`src/rtl/fetch_unit_if.sv`:
```
`default_nettype none
// ============================================================================
// fetch_unit_if : instruction-memory request/response handshake bundle
// Revision      : 1.0
// ============================================================================
interface fetch_unit_if;
    logic        imem_req_o;
    logic [31:0] imem_addr_o;
    logic        imem_valid_i;
    logic [31:0] imem_data_i;

    modport master (
        output imem_req_o,
        output imem_addr_o,
        input  imem_valid_i,
        input  imem_data_i
    );

    modport slave (
        input  imem_req_o,
        input  imem_addr_o,
        output imem_valid_i,
        output imem_data_i
    );
endinterface
`default_nettype wire

```
`src/rtl/fetch_unit.sv`:
```
`default_nettype none
// ============================================================================
// fetch_unit : IF stage - PC register, imem fetch handshake, IF/ID register
// Revision   : 1.0
// ============================================================================
module fetch_unit #(
    parameter logic [31:0] RESET_PC  = 32'h0000_0000,
    parameter logic [31:0] NOP_INSTR = 32'h0000_0013
) (
    input  wire logic        clk_i,
    input  wire logic        rst_i,
    input  wire logic        PCWrite_i,
    input  wire logic        Stall_i,
    input  wire logic        Flush_i,
    input  wire logic [31:0] branch_target_i,
    fetch_unit_if.master     imem,
    output logic      [31:0] IFID_pc_o,
    output logic      [31:0] IFID_instr_o,
    output logic             IFID_valid_o
);

    localparam logic [1:0] ST_REQ   = 2'd0;
    localparam logic [1:0] ST_HOLD  = 2'd1;
    localparam logic [1:0] ST_DRAIN = 2'd2;

    logic [1:0]  r_state;
    logic [1:0]  w_state_nxt;
    logic [31:0] r_pc;
    logic [31:0] r_buf_instr;
    logic [31:0] r_redirect_pc;
    logic [31:0] r_ifid_pc;
    logic [31:0] r_ifid_instr;
    logic        r_ifid_valid;

    logic [31:0] w_pc_nxt;
    logic [31:0] w_buf_nxt;
    logic [31:0] w_redirect_nxt;
    logic [31:0] w_ifid_pc_nxt;
    logic [31:0] w_ifid_instr_nxt;
    logic        w_ifid_valid_nxt;

    logic        w_hold;
    logic [31:0] w_target;
    logic [31:0] w_pc_inc;

    assign w_hold   = Stall_i | ~PCWrite_i;
    assign w_target = {branch_target_i[31:2], 2'b00};
    assign w_pc_inc = r_pc + 32'd4;

    // State register
    always_ff @(posedge clk_i or negedge rst_i) begin
        if (!rst_i) begin
            r_state <= ST_REQ;
        end else begin
            r_state <= w_state_nxt;
        end
    end

    // Next-state logic; a redirect always wins over a hazard hold
    always_comb begin
        w_state_nxt = r_state;
        case (r_state)
            ST_REQ: begin
                if (Flush_i) begin
                    w_state_nxt = imem.imem_valid_i ? ST_REQ : ST_DRAIN;
                end else if (imem.imem_valid_i && w_hold) begin
                    w_state_nxt = ST_HOLD;
                end
            end
            ST_HOLD: begin
                if (Flush_i || !w_hold) begin
                    w_state_nxt = ST_REQ;
                end
            end
            ST_DRAIN: begin
                if (imem.imem_valid_i) begin
                    w_state_nxt = ST_REQ;
                end
            end
            default: w_state_nxt = ST_REQ;
        endcase
    end

    // Request is suppressed while reset is held so memory never sees a stale fetch
    always_comb begin
        imem.imem_req_o  = rst_i && (r_state != ST_HOLD);
        imem.imem_addr_o = r_pc;
    end

    always_comb begin
        w_pc_nxt         = r_pc;
        w_buf_nxt        = r_buf_instr;
        w_redirect_nxt   = r_redirect_pc;
        w_ifid_pc_nxt    = r_ifid_pc;
        w_ifid_instr_nxt = r_ifid_instr;
        w_ifid_valid_nxt = r_ifid_valid;
        case (r_state)
            ST_REQ: begin
                if (Flush_i) begin
                    if (imem.imem_valid_i) begin
                        w_pc_nxt = w_target;
                    end else begin
                        w_redirect_nxt = w_target;
                    end
                end else if (imem.imem_valid_i) begin
                    if (!w_hold) begin
                        w_ifid_pc_nxt    = r_pc;
                        w_ifid_instr_nxt = imem.imem_data_i;
                        w_ifid_valid_nxt = 1'b1;
                        w_pc_nxt         = w_pc_inc;
                    end else begin
                        w_buf_nxt = imem.imem_data_i;
                    end
                end else if (!w_hold) begin
                    w_ifid_pc_nxt    = r_pc;
                    w_ifid_instr_nxt = NOP_INSTR;
                    w_ifid_valid_nxt = 1'b0;
                end
            end
            ST_HOLD: begin
                if (Flush_i) begin
                    w_pc_nxt = w_target;
                end else if (!w_hold) begin
                    w_ifid_pc_nxt    = r_pc;
                    w_ifid_instr_nxt = r_buf_instr;
                    w_ifid_valid_nxt = 1'b1;
                    w_pc_nxt         = w_pc_inc;
                end
            end
            ST_DRAIN: begin
                // The in-flight word belongs to the abandoned path and is dropped
                if (imem.imem_valid_i) begin
                    w_pc_nxt = Flush_i ? w_target : r_redirect_pc;
                end else if (Flush_i) begin
                    w_redirect_nxt = w_target;
                end
            end
            default: ;
        endcase
        if (Flush_i) begin
            w_ifid_pc_nxt    = w_target;
            w_ifid_instr_nxt = NOP_INSTR;
            w_ifid_valid_nxt = 1'b0;
        end
    end

    always_ff @(posedge clk_i or negedge rst_i) begin
        if (!rst_i) begin
            r_pc          <= RESET_PC;
            r_buf_instr   <= 32'h0;
            r_redirect_pc <= 32'h0;
            r_ifid_pc     <= RESET_PC;
            r_ifid_instr  <= NOP_INSTR;
            r_ifid_valid  <= 1'b0;
        end else begin
            r_pc          <= w_pc_nxt;
            r_buf_instr   <= w_buf_nxt;
            r_redirect_pc <= w_redirect_nxt;
            r_ifid_pc     <= w_ifid_pc_nxt;
            r_ifid_instr  <= w_ifid_instr_nxt;
            r_ifid_valid  <= w_ifid_valid_nxt;
        end
    end

    assign IFID_pc_o    = r_ifid_pc;
    assign IFID_instr_o = r_ifid_instr;
    assign IFID_valid_o = r_ifid_valid;

endmodule
`default_nettype wire
```
`src/flat_wrapper.sv`:
```
// flat-port wrapper written by rule: the top's interface ports become plain ports
module fetch_unit_flat 
#(
    parameter logic [31:0] RESET_PC  = 32'h0000_0000,
    parameter logic [31:0] NOP_INSTR = 32'h0000_0013
)
  (clk_i, rst_i, PCWrite_i, Stall_i, Flush_i, branch_target_i, IFID_pc_o, IFID_instr_o, IFID_valid_o, imem_imem_req_o, imem_imem_addr_o, imem_imem_valid_i, imem_imem_data_i);
  fetch_unit_if imem_i ();
  input  wire logic clk_i;
  input  wire logic rst_i;
  input  wire logic PCWrite_i;
  input  wire logic Stall_i;
  input  wire logic Flush_i;
  input  wire logic [31:0] branch_target_i;
  output logic      [31:0] IFID_pc_o;
  output logic      [31:0] IFID_instr_o;
  output logic IFID_valid_o;
  output wire logic [$bits(imem_i.imem_req_o)-1:0] imem_imem_req_o;
  output wire logic [$bits(imem_i.imem_addr_o)-1:0] imem_imem_addr_o;
  input wire logic [$bits(imem_i.imem_valid_i)-1:0] imem_imem_valid_i;
  input wire logic [$bits(imem_i.imem_data_i)-1:0] imem_imem_data_i;
  assign imem_imem_req_o = imem_i.imem_req_o;
  assign imem_imem_addr_o = imem_i.imem_addr_o;
  assign imem_i.imem_valid_i = imem_imem_valid_i;
  assign imem_i.imem_data_i = imem_imem_data_i;
  fetch_unit #(.RESET_PC(RESET_PC), .NOP_INSTR(NOP_INSTR)) u_core (.clk_i(clk_i), .rst_i(rst_i), .PCWrite_i(PCWrite_i), .Stall_i(Stall_i), .Flush_i(Flush_i), .branch_target_i(branch_target_i), .imem(imem_i), .IFID_pc_o(IFID_pc_o), .IFID_instr_o(IFID_instr_o), .IFID_valid_o(IFID_valid_o));
endmodule
```
`config.mk`:
```
export PLATFORM = sky130hd
export DESIGN_NAME = fetch_unit_flat
export DESIGN_NICKNAME = d
export VERILOG_FILES = /design/src/rtl/fetch_unit_if.sv /design/src/rtl/fetch_unit.sv /design/src/flat_wrapper.sv
export SDC_FILE = /design/constraint.sdc
export NUM_CORES = 1
export LEC_CHECK = 0
export ABC_AREA = 1
export ABC_CLOCK_PERIOD_IN_PS = 2550
export CORE_UTILIZATION = 58
export CTS_BUF_LIST = sky130_fd_sc_hd__clkbuf_4 sky130_fd_sc_hd__clkbuf_8
export CTS_CLUSTER_SIZE = 24
export DETAILED_ROUTE_END_ITERATION = 6
export PLACE_DENSITY = 0.95
export SYNTH_ARGS = -nofsm -noshare
export SYNTH_HDL_FRONTEND = slang
export SYNTH_SLANG_ARGS = --single-unit
```
`constraint.sdc`:
```
create_clock -name clk_i -period 2.55 [get_ports clk_i]
set_clock_uncertainty 0.15 [all_clocks]
set_input_delay 0.51 -clock clk_i [delete_from_list [all_inputs] [get_ports clk_i]]
set_output_delay 0.51 -clock clk_i [all_outputs]
set_load 0.02 [all_outputs]
```
# ---- After elaboration in Yosys (flattened, before gate mapping)
# Cells that the tools add are included.
dict set report op_classes {
  muxes 32
  addsub 1
  eq_ne 14
  bitwise_logic 3
  n_reduce_logical 17
}
# cell n
set op_table {}
lappend op_table {{two-way mux 32 bit} 18}
lappend op_table {{case mux 32 bit (2 select lines)} 2}
lappend op_table {{case mux 32 bit (3 select lines)} 1}
lappend op_table {{adder 32 x 3 -> 32 bit, second input constant} 1}
lappend op_table {{inequality test 2 bit, second input constant} 6}
lappend op_table {{two-way mux 2 bit} 5}
lappend op_table {{AND reduction 3 bit} 3}
lappend op_table {{AND reduction 4 bit} 2}
lappend op_table {{inequality test 3 bit, second input constant} 2}
lappend op_table {{case mux 2 bit (3 select lines)} 1}
lappend op_table {{nonzero test 3 bit} 2}
lappend op_table {{two-way mux 1 bit} 4}
lappend op_table {{inequality test 2 x 1 -> 1 bit, second input constant} 2}
lappend op_table {{inequality test 4 bit, second input constant} 1}
lappend op_table {{AND reduction 2 bit} 2}
lappend op_table {{nonzero test 2 bit} 2}
lappend op_table {{inequality test 3 x 2 -> 1 bit, second input constant} 1}
lappend op_table {{equality test 2 x 1 -> 1 bit, second input constant} 1}
lappend op_table {{equality test 2 bit, second input constant} 1}
lappend op_table {{logical AND 1 bit} 2}
lappend op_table {{logical NOT 2 bit} 1}
lappend op_table {{NOT 1 bit} 2}
lappend op_table {{case mux 1 bit (2 select lines)} 1}
lappend op_table {{OR reduction 2 bit} 1}
lappend op_table {{other kinds (3)} 3}
dict set report totals {
  inputBits 70
  regBits 163
  out_inout_bits 98
  elab_cells 74
}

# ---- Longest topological paths before layout
dict set report logic_depth {
  word_depth 6
  mapped_depth 10
  mapped_depth_nobuf 10
}

# ---- Least setup slack after synthesis
# No wires, ideal clock.
dict set report synth_path {
  path_kind {register -> register}
  from {register u_core.r_pc[3], in the netlist u_core.imem.imem_addr_o[3]}
  to {register u_core.r_pc[30], in the netlist u_core.imem.imem_addr_o[30]}
  required_ns 2.278
  synth_period_minus_slack_ns 1.724
  path_buffers 0
  setup_time_ns 0.122
  path_slack_ns 0.826
  stages_incl_launch_ff 11
  arrival_ns 1.452
  cell_sequence {dfrtp_1 -> ha_1 -> nand2_1 -> nor2_2 -> nand2_2 -> nor2_8 -> nand2_1 -> nand2_1 -> nand3_1 -> nand2_1 -> a21oi_1}
}
dict set report synth_between {
  elab_chain_cells 5
  word_cells_on_any_way 6
  classes_between {1 x add/sub; 5 x mux}
}
# item line
set synth_rtl {}
lappend synth_rtl {{start, declared} fetch_unit.sv:28} ;# logic [31:0] r_pc;
lappend synth_rtl {{start signal, assigned} fetch_unit.sv:156} ;# r_pc <= w_pc_nxt;
lappend synth_rtl {{adder 32 x 3 -> 32 bit *} fetch_unit.sv:48} ;# assign w_pc_inc = r_pc + 32'd4;
lappend synth_rtl {{two-way mux 32 bit *} {fetch_unit.sv:106, fetch_unit.sv:123}}
lappend synth_rtl {{two-way mux 32 bit} fetch_unit.sv:105} ;# end else if (imem.imem_valid_i) begin
lappend synth_rtl {{two-way mux 32 bit} fetch_unit.sv:99} ;# if (Flush_i) begin
lappend synth_rtl {{case mux 32 bit (3 select lines) *} fetch_unit.sv:97} ;# case (r_state)
# Every way passes the cells marked *; elsewhere a longest branch is shown, timed or not. The select of a mux whose other input is x is not followed.
# A chain may end at the register's enable or synchronous reset.

# ---- Worst setup path after layout
dict set report layout_path {
  from {register u_core.r_state[1]}
  to {output imem_imem_req_o}
}
dict set report layout_between {
  elab_chain_cells 2
}
# item line
set layout_rtl {}
lappend layout_rtl {{start, declared} fetch_unit.sv:26} ;# logic [1:0] r_state;
lappend layout_rtl {{start signal, assigned} fetch_unit.sv:55} ;# r_state <= w_state_nxt;
lappend layout_rtl {{inequality test 2 x 1 -> 1 bit} fetch_unit.sv:86} ;# imem.imem_req_o = rst_i && (r_state != ST_HOLD);
lappend layout_rtl {{logical AND 1 bit} fetch_unit.sv:86}
lappend layout_rtl {{end, declared} flat_wrapper.sv:18} ;# output wire logic [$bits(imem_i.imem_req_o)-1:0] imem_imem_req_o;
# Every way passes these cells.

==> metrics.md <==
| Metric | Value |
|---|---|
| Outcome | `finished, violations left` |
| Violated checks | `negative hold slack` |
| Global placement routability congestion | `0.931` |
| Placement Setup Slack | `89.8 ps` |
| Seq/Total Area, Yosys | `49.2%` |
| Ratio of cells with drive above 1 in the final layout | `6.76%` |
| CTS tree | `done` |
| DRC violations left | `0` |
| Fin. Hold Viols | `2` |
| Vias post-DR | `8229` |
| Leakage dissipation | `4.99 nW` |
| RSZ-0062 raised after global routing | `no` |
| Final-report setup violation count | `0` |
| Total Nets Final | `1301` |
| Clk pin slew, worst setup/hold paths | `110 ps` |
| Die Footprint | `0.0148 mm2` |
| Power per cell area | `721 mW/mm2` |
| Yosys warns | `0` |
| Antenna-violating nets left | `0` |
| HPWL after detailed placement | `15300 um` |
| Average instance area after synthesis | `7.61 um2` |
| Element type at the critical path end | `output pin` |
| Clock tree sinks | `163` |
| Final worst slack | `173 ps` |
| Number of buffers added on ports | `165` |
| Reg2Reg Depth | `9` |
| Horizontal die dimension | `122 um` |
| Largest driver fanout on the critical path | `4` |
| Number of nets produced by synthesis | `1161` |
| Async set-or-reset flop fraction in the synthesized netlist | `100%` |
| Fin. max-slew vios | `0` |
| Instance count of the mapped netlist | `1090` |
| IO Count | `168` |
| CP Data Required Time | `1890 ps` |
| Worst-path cell chain | `inv_2 -> nand2_1 -> inv_1 -> nor2_1 -> dlygate4sd2_1` |
| Critical path launch point type | `register` |
| Ys flop type | `sky130_fd_sc_hd__dfrtp_1` |
| Worst skew pair latency | `480 ps` |
| Cell type of the slowest stage on the worst timing path | `sky130_fd_sc_hd__dfrtp_1` |
| Post-CTS Hold Fix Bufs | `0` |
| Number of max-capacitance violations reported | `0` |
| Global routing usage summed across all routing layers | `32.9%` |
| Starting density of the core | `59.5%` |
| Crit share post-route | `93.2%` |
| Netlist area before placement | `0.00830 mm2` |
| Cell types with the highest counts after synthesis | `sky130_fd_sc_hd__nand2_1, sky130_fd_sc_hd__dfrtp_1, sky130_fd_sc_hd__o21ai_0` |
| Class of the most critical hold timing path | `input port to asynchronous set/reset pin` |
| Number of violations reported at the end of detailed-routing iteration 0 | `946` |
| Htree depth | `4` |
| Global route total overflow | `0` |
| Area grow syn2layout | `25.8%` |
| Max transition margin | `38.7%` |
| Transition at the pin with the smallest max-transition slack | `919 ps` |
| Synth area leaders | `sky130_fd_sc_hd__dfrtp_1, sky130_fd_sc_hd__nand2_1, sky130_fd_sc_hd__o21ai_0` |
| Highest ir drop seen on vdd | `470 uV` |
| Standard-cell rows | `43` |
| Resized cells post-CTS | `1` |
| Aggregate negative setup slack | `0 ps` |
| Root buffer selected by CTS | `sky130_fd_sc_hd__clkbuf_8` |
| Worst hold slack | `-4.27 ps` |
| Upper clock frequency limit | `421 MHz` |
| Ant diodes | `0` |
| Inserted Clock Buffers | `17` |
| Largest area contributor in the netlist | `sky130_fd_sc_hd__dfrtp_1` |
| Most used standard cell by instance count after synthesis | `sky130_fd_sc_hd__nand2_1` |
| Count of distinct cell types in the synthesized netlist | `38` |
| Maximum number of pins on one net before global-route repair | `164` |
| Length of the first detailed-routing pass in iterations | `6` |
| Core utilization of the finished layout | `74.9%` |
| Data arrival, critical path | `1720 ps` |
| Per-cell routed wire length | `16.3 um` |
| Number of global-route vias before repair | `7731` |
| Period minus WS final | `2380 ps` |
| Delay of the slowest critical-path stage | `460 ps` |
| Initial antenna violation count | `0` |
| Number of enable-type register cells in the synthesized netlist | `0` |
| Wire length of the first global-routing pass | `37400 um` |
| Post-CTS repair timing setup buffer count | `0` |
| Average vias per placed instance | `5.78` |
| Count of filler cells inserted in the layout | `979` |
| Height of the chip | `122 um` |
| Worst setup path class | `register to output pin` |
| Final wirelength | `23200 um` |
| Placeable core region | `0.0139 mm2` |
| Number of synthesized register bits | `163` |
| Maximum clock insertion buffer count | `2` |
| Area share of the leading cell type in the synthesized netlist | `48.3%` |
==> power breakdown <==
part,internal (mW),switching [mW],total (mW)
Sequential,3.03,0.421,3.45
Combinational,0.908,1.31,2.22
Clock,0.739,1.12,1.86
Total,4.67,2.85,7.52
==> stage by stage <==
| step | cells | area (um2) | total power [mW] | hold slack, ps |
|---|---|---|---|---|
| global route | 1423 | 10400 | 7.92 | 155 |
| CTS | 1423 | 10400 | 7.50 | 121 |
| global placement | 1391 | 10000 | 5.56 | 303 |
| detailed placement | 1391 | 10000 | 5.66 | 309 |
| floorplan | 1090 | 8300 | 4.67 | 64.4 |
| finish | 1423 | 10400 | 7.52 | -4.27 |
==> routing by layer <==
| layer | up-vias | global-route usage (%) | wire [um] | share of wire (%) |
|---|---|---|---|---|
| met5 | - | 0 | 0 | 0 |
| met4 | 0 | 18.7 | 992 | 4.3 |
| met3 | 78 | 7.96 | 2080 | 9.0 |
| met2 | 434 | 51.9 | 11100 | 48 |
| met1 | 3888 | 41.6 | 9050 | 39 |
| li1 | 3829 | - | - | - |
==> registers in the layout, summed over array words and instances, names as in the netlist <==
| name | count |
|---|---|
| u_core.r_redirect_pc | 32 |
| u_core.IFID_instr_o | 32 |
| u_core.IFID_valid_o | 1 |
| u_core.r_buf_instr | 32 |
| u_core.IFID_pc_o | 32 |
| u_core.r_state | 2 |
| u_core.imem.imem_addr_o | 32 |
==> logic make-up (layout without fill, tap and decap cells) <==
logic type | count (synthesis) | after routing | share of synthesized area [%]
adder cells (fa/ha/maj) | 1 | 1 | 0.151
multiplexers | 1 | 1 | 0.136
AND/OR/NAND/NOR | 518 | 518 | 25.7
AO/OA/AOI/OAI | 257 | 257 | 17.0
buffers and inverters | 150 | 303 | 7.89
flip-flops | 163 | 163 | 49.2
==> path summary, 6_finish.rpt <==
kind	startpoint	end	slack (ps)
setup / recovery	u_core.r_state[1]$_DFFE_PN0P_	imem_imem_req_o	170
hold / removal	rst_i	u_core.IFID_pc_o[12]$_DFFE_PN0P_	-4
setup reg to reg	u_core.imem.imem_addr_o[2]$_DFFE_PN0P_	u_core.imem.imem_addr_o[28]$_DFFE_PN0P_	450
hold reg to reg	u_core.r_redirect_pc[27]$_DFFE_PN0P_	u_core.r_redirect_pc[27]$_DFFE_PN0P_	330
max in group asynchronous	rst_i	u_core.r_redirect_pc[7]$_DFFE_PN0P_	1510
min in group clk_i	u_core.r_redirect_pc[27]$_DFFE_PN0P_	u_core.r_redirect_pc[27]$_DFFE_PN0P_	330
==> cell type report <==
cell class / instances / area (um2) / share of cell area, %
Clock inverter: 15 / 161 / 1.55
Sequential cell: 163 / 4080 / 39.1
Tap cell: 180 / 225 / 2.16
Timing Repair Buffer: 182 / 1820 / 17.5
Clock buffer: 17 / 234 / 2.24
Multi-Input combinational cell: 777 / 3570 / 34.2
Inverter: 89 / 339 / 3.25
==> worst max-delay path, delay by kind of cell, from the launching register on <==
kind	cells	cell delay (ps)
buffers and inverters	3	550
DFF	1	460
and+or+nand+nor	2	240
==> cell usage in the layout (no fill, tap or decap), types with 2 or more instances in the layout <==
master	count
sky130_fd_sc_hd__inv_1	84
sky130_fd_sc_hd__buf_4	13
sky130_fd_sc_hd__nor2_2	9
sky130_fd_sc_hd__o22ai_1	5
sky130_fd_sc_hd__nand2_2	4
sky130_fd_sc_hd__dfrtp_1	160
sky130_fd_sc_hd__a21oi_1	75
sky130_fd_sc_hd__o21ai_1	19
sky130_fd_sc_hd__clkdlybuf4s50_1	162
sky130_fd_sc_hd__nor2_4	4
sky130_fd_sc_hd__nor3_1	11
sky130_fd_sc_hd__clkinv_8	2
sky130_fd_sc_hd__buf_12	4
sky130_fd_sc_hd__inv_6	2
sky130_fd_sc_hd__inv_8	7
sky130_fd_sc_hd__nand4_1	3
sky130_fd_sc_hd__clkinv_4	3
sky130_fd_sc_hd__a22oi_1	2
sky130_fd_sc_hd__o21ai_0	107
sky130_fd_sc_hd__clkbuf_8	17
sky130_fd_sc_hd__clkinvlp_4	2
sky130_fd_sc_hd__inv_2	4
sky130_fd_sc_hd__a31oi_1	14
sky130_fd_sc_hd__dfstp_2	3
sky130_fd_sc_hd__o211ai_1	30
sky130_fd_sc_hd__nor2_1	98
sky130_fd_sc_hd__nand3_1	45
sky130_fd_sc_hd__nand2_1	338
Note: power is estimated with default switching activity, not from simulation.
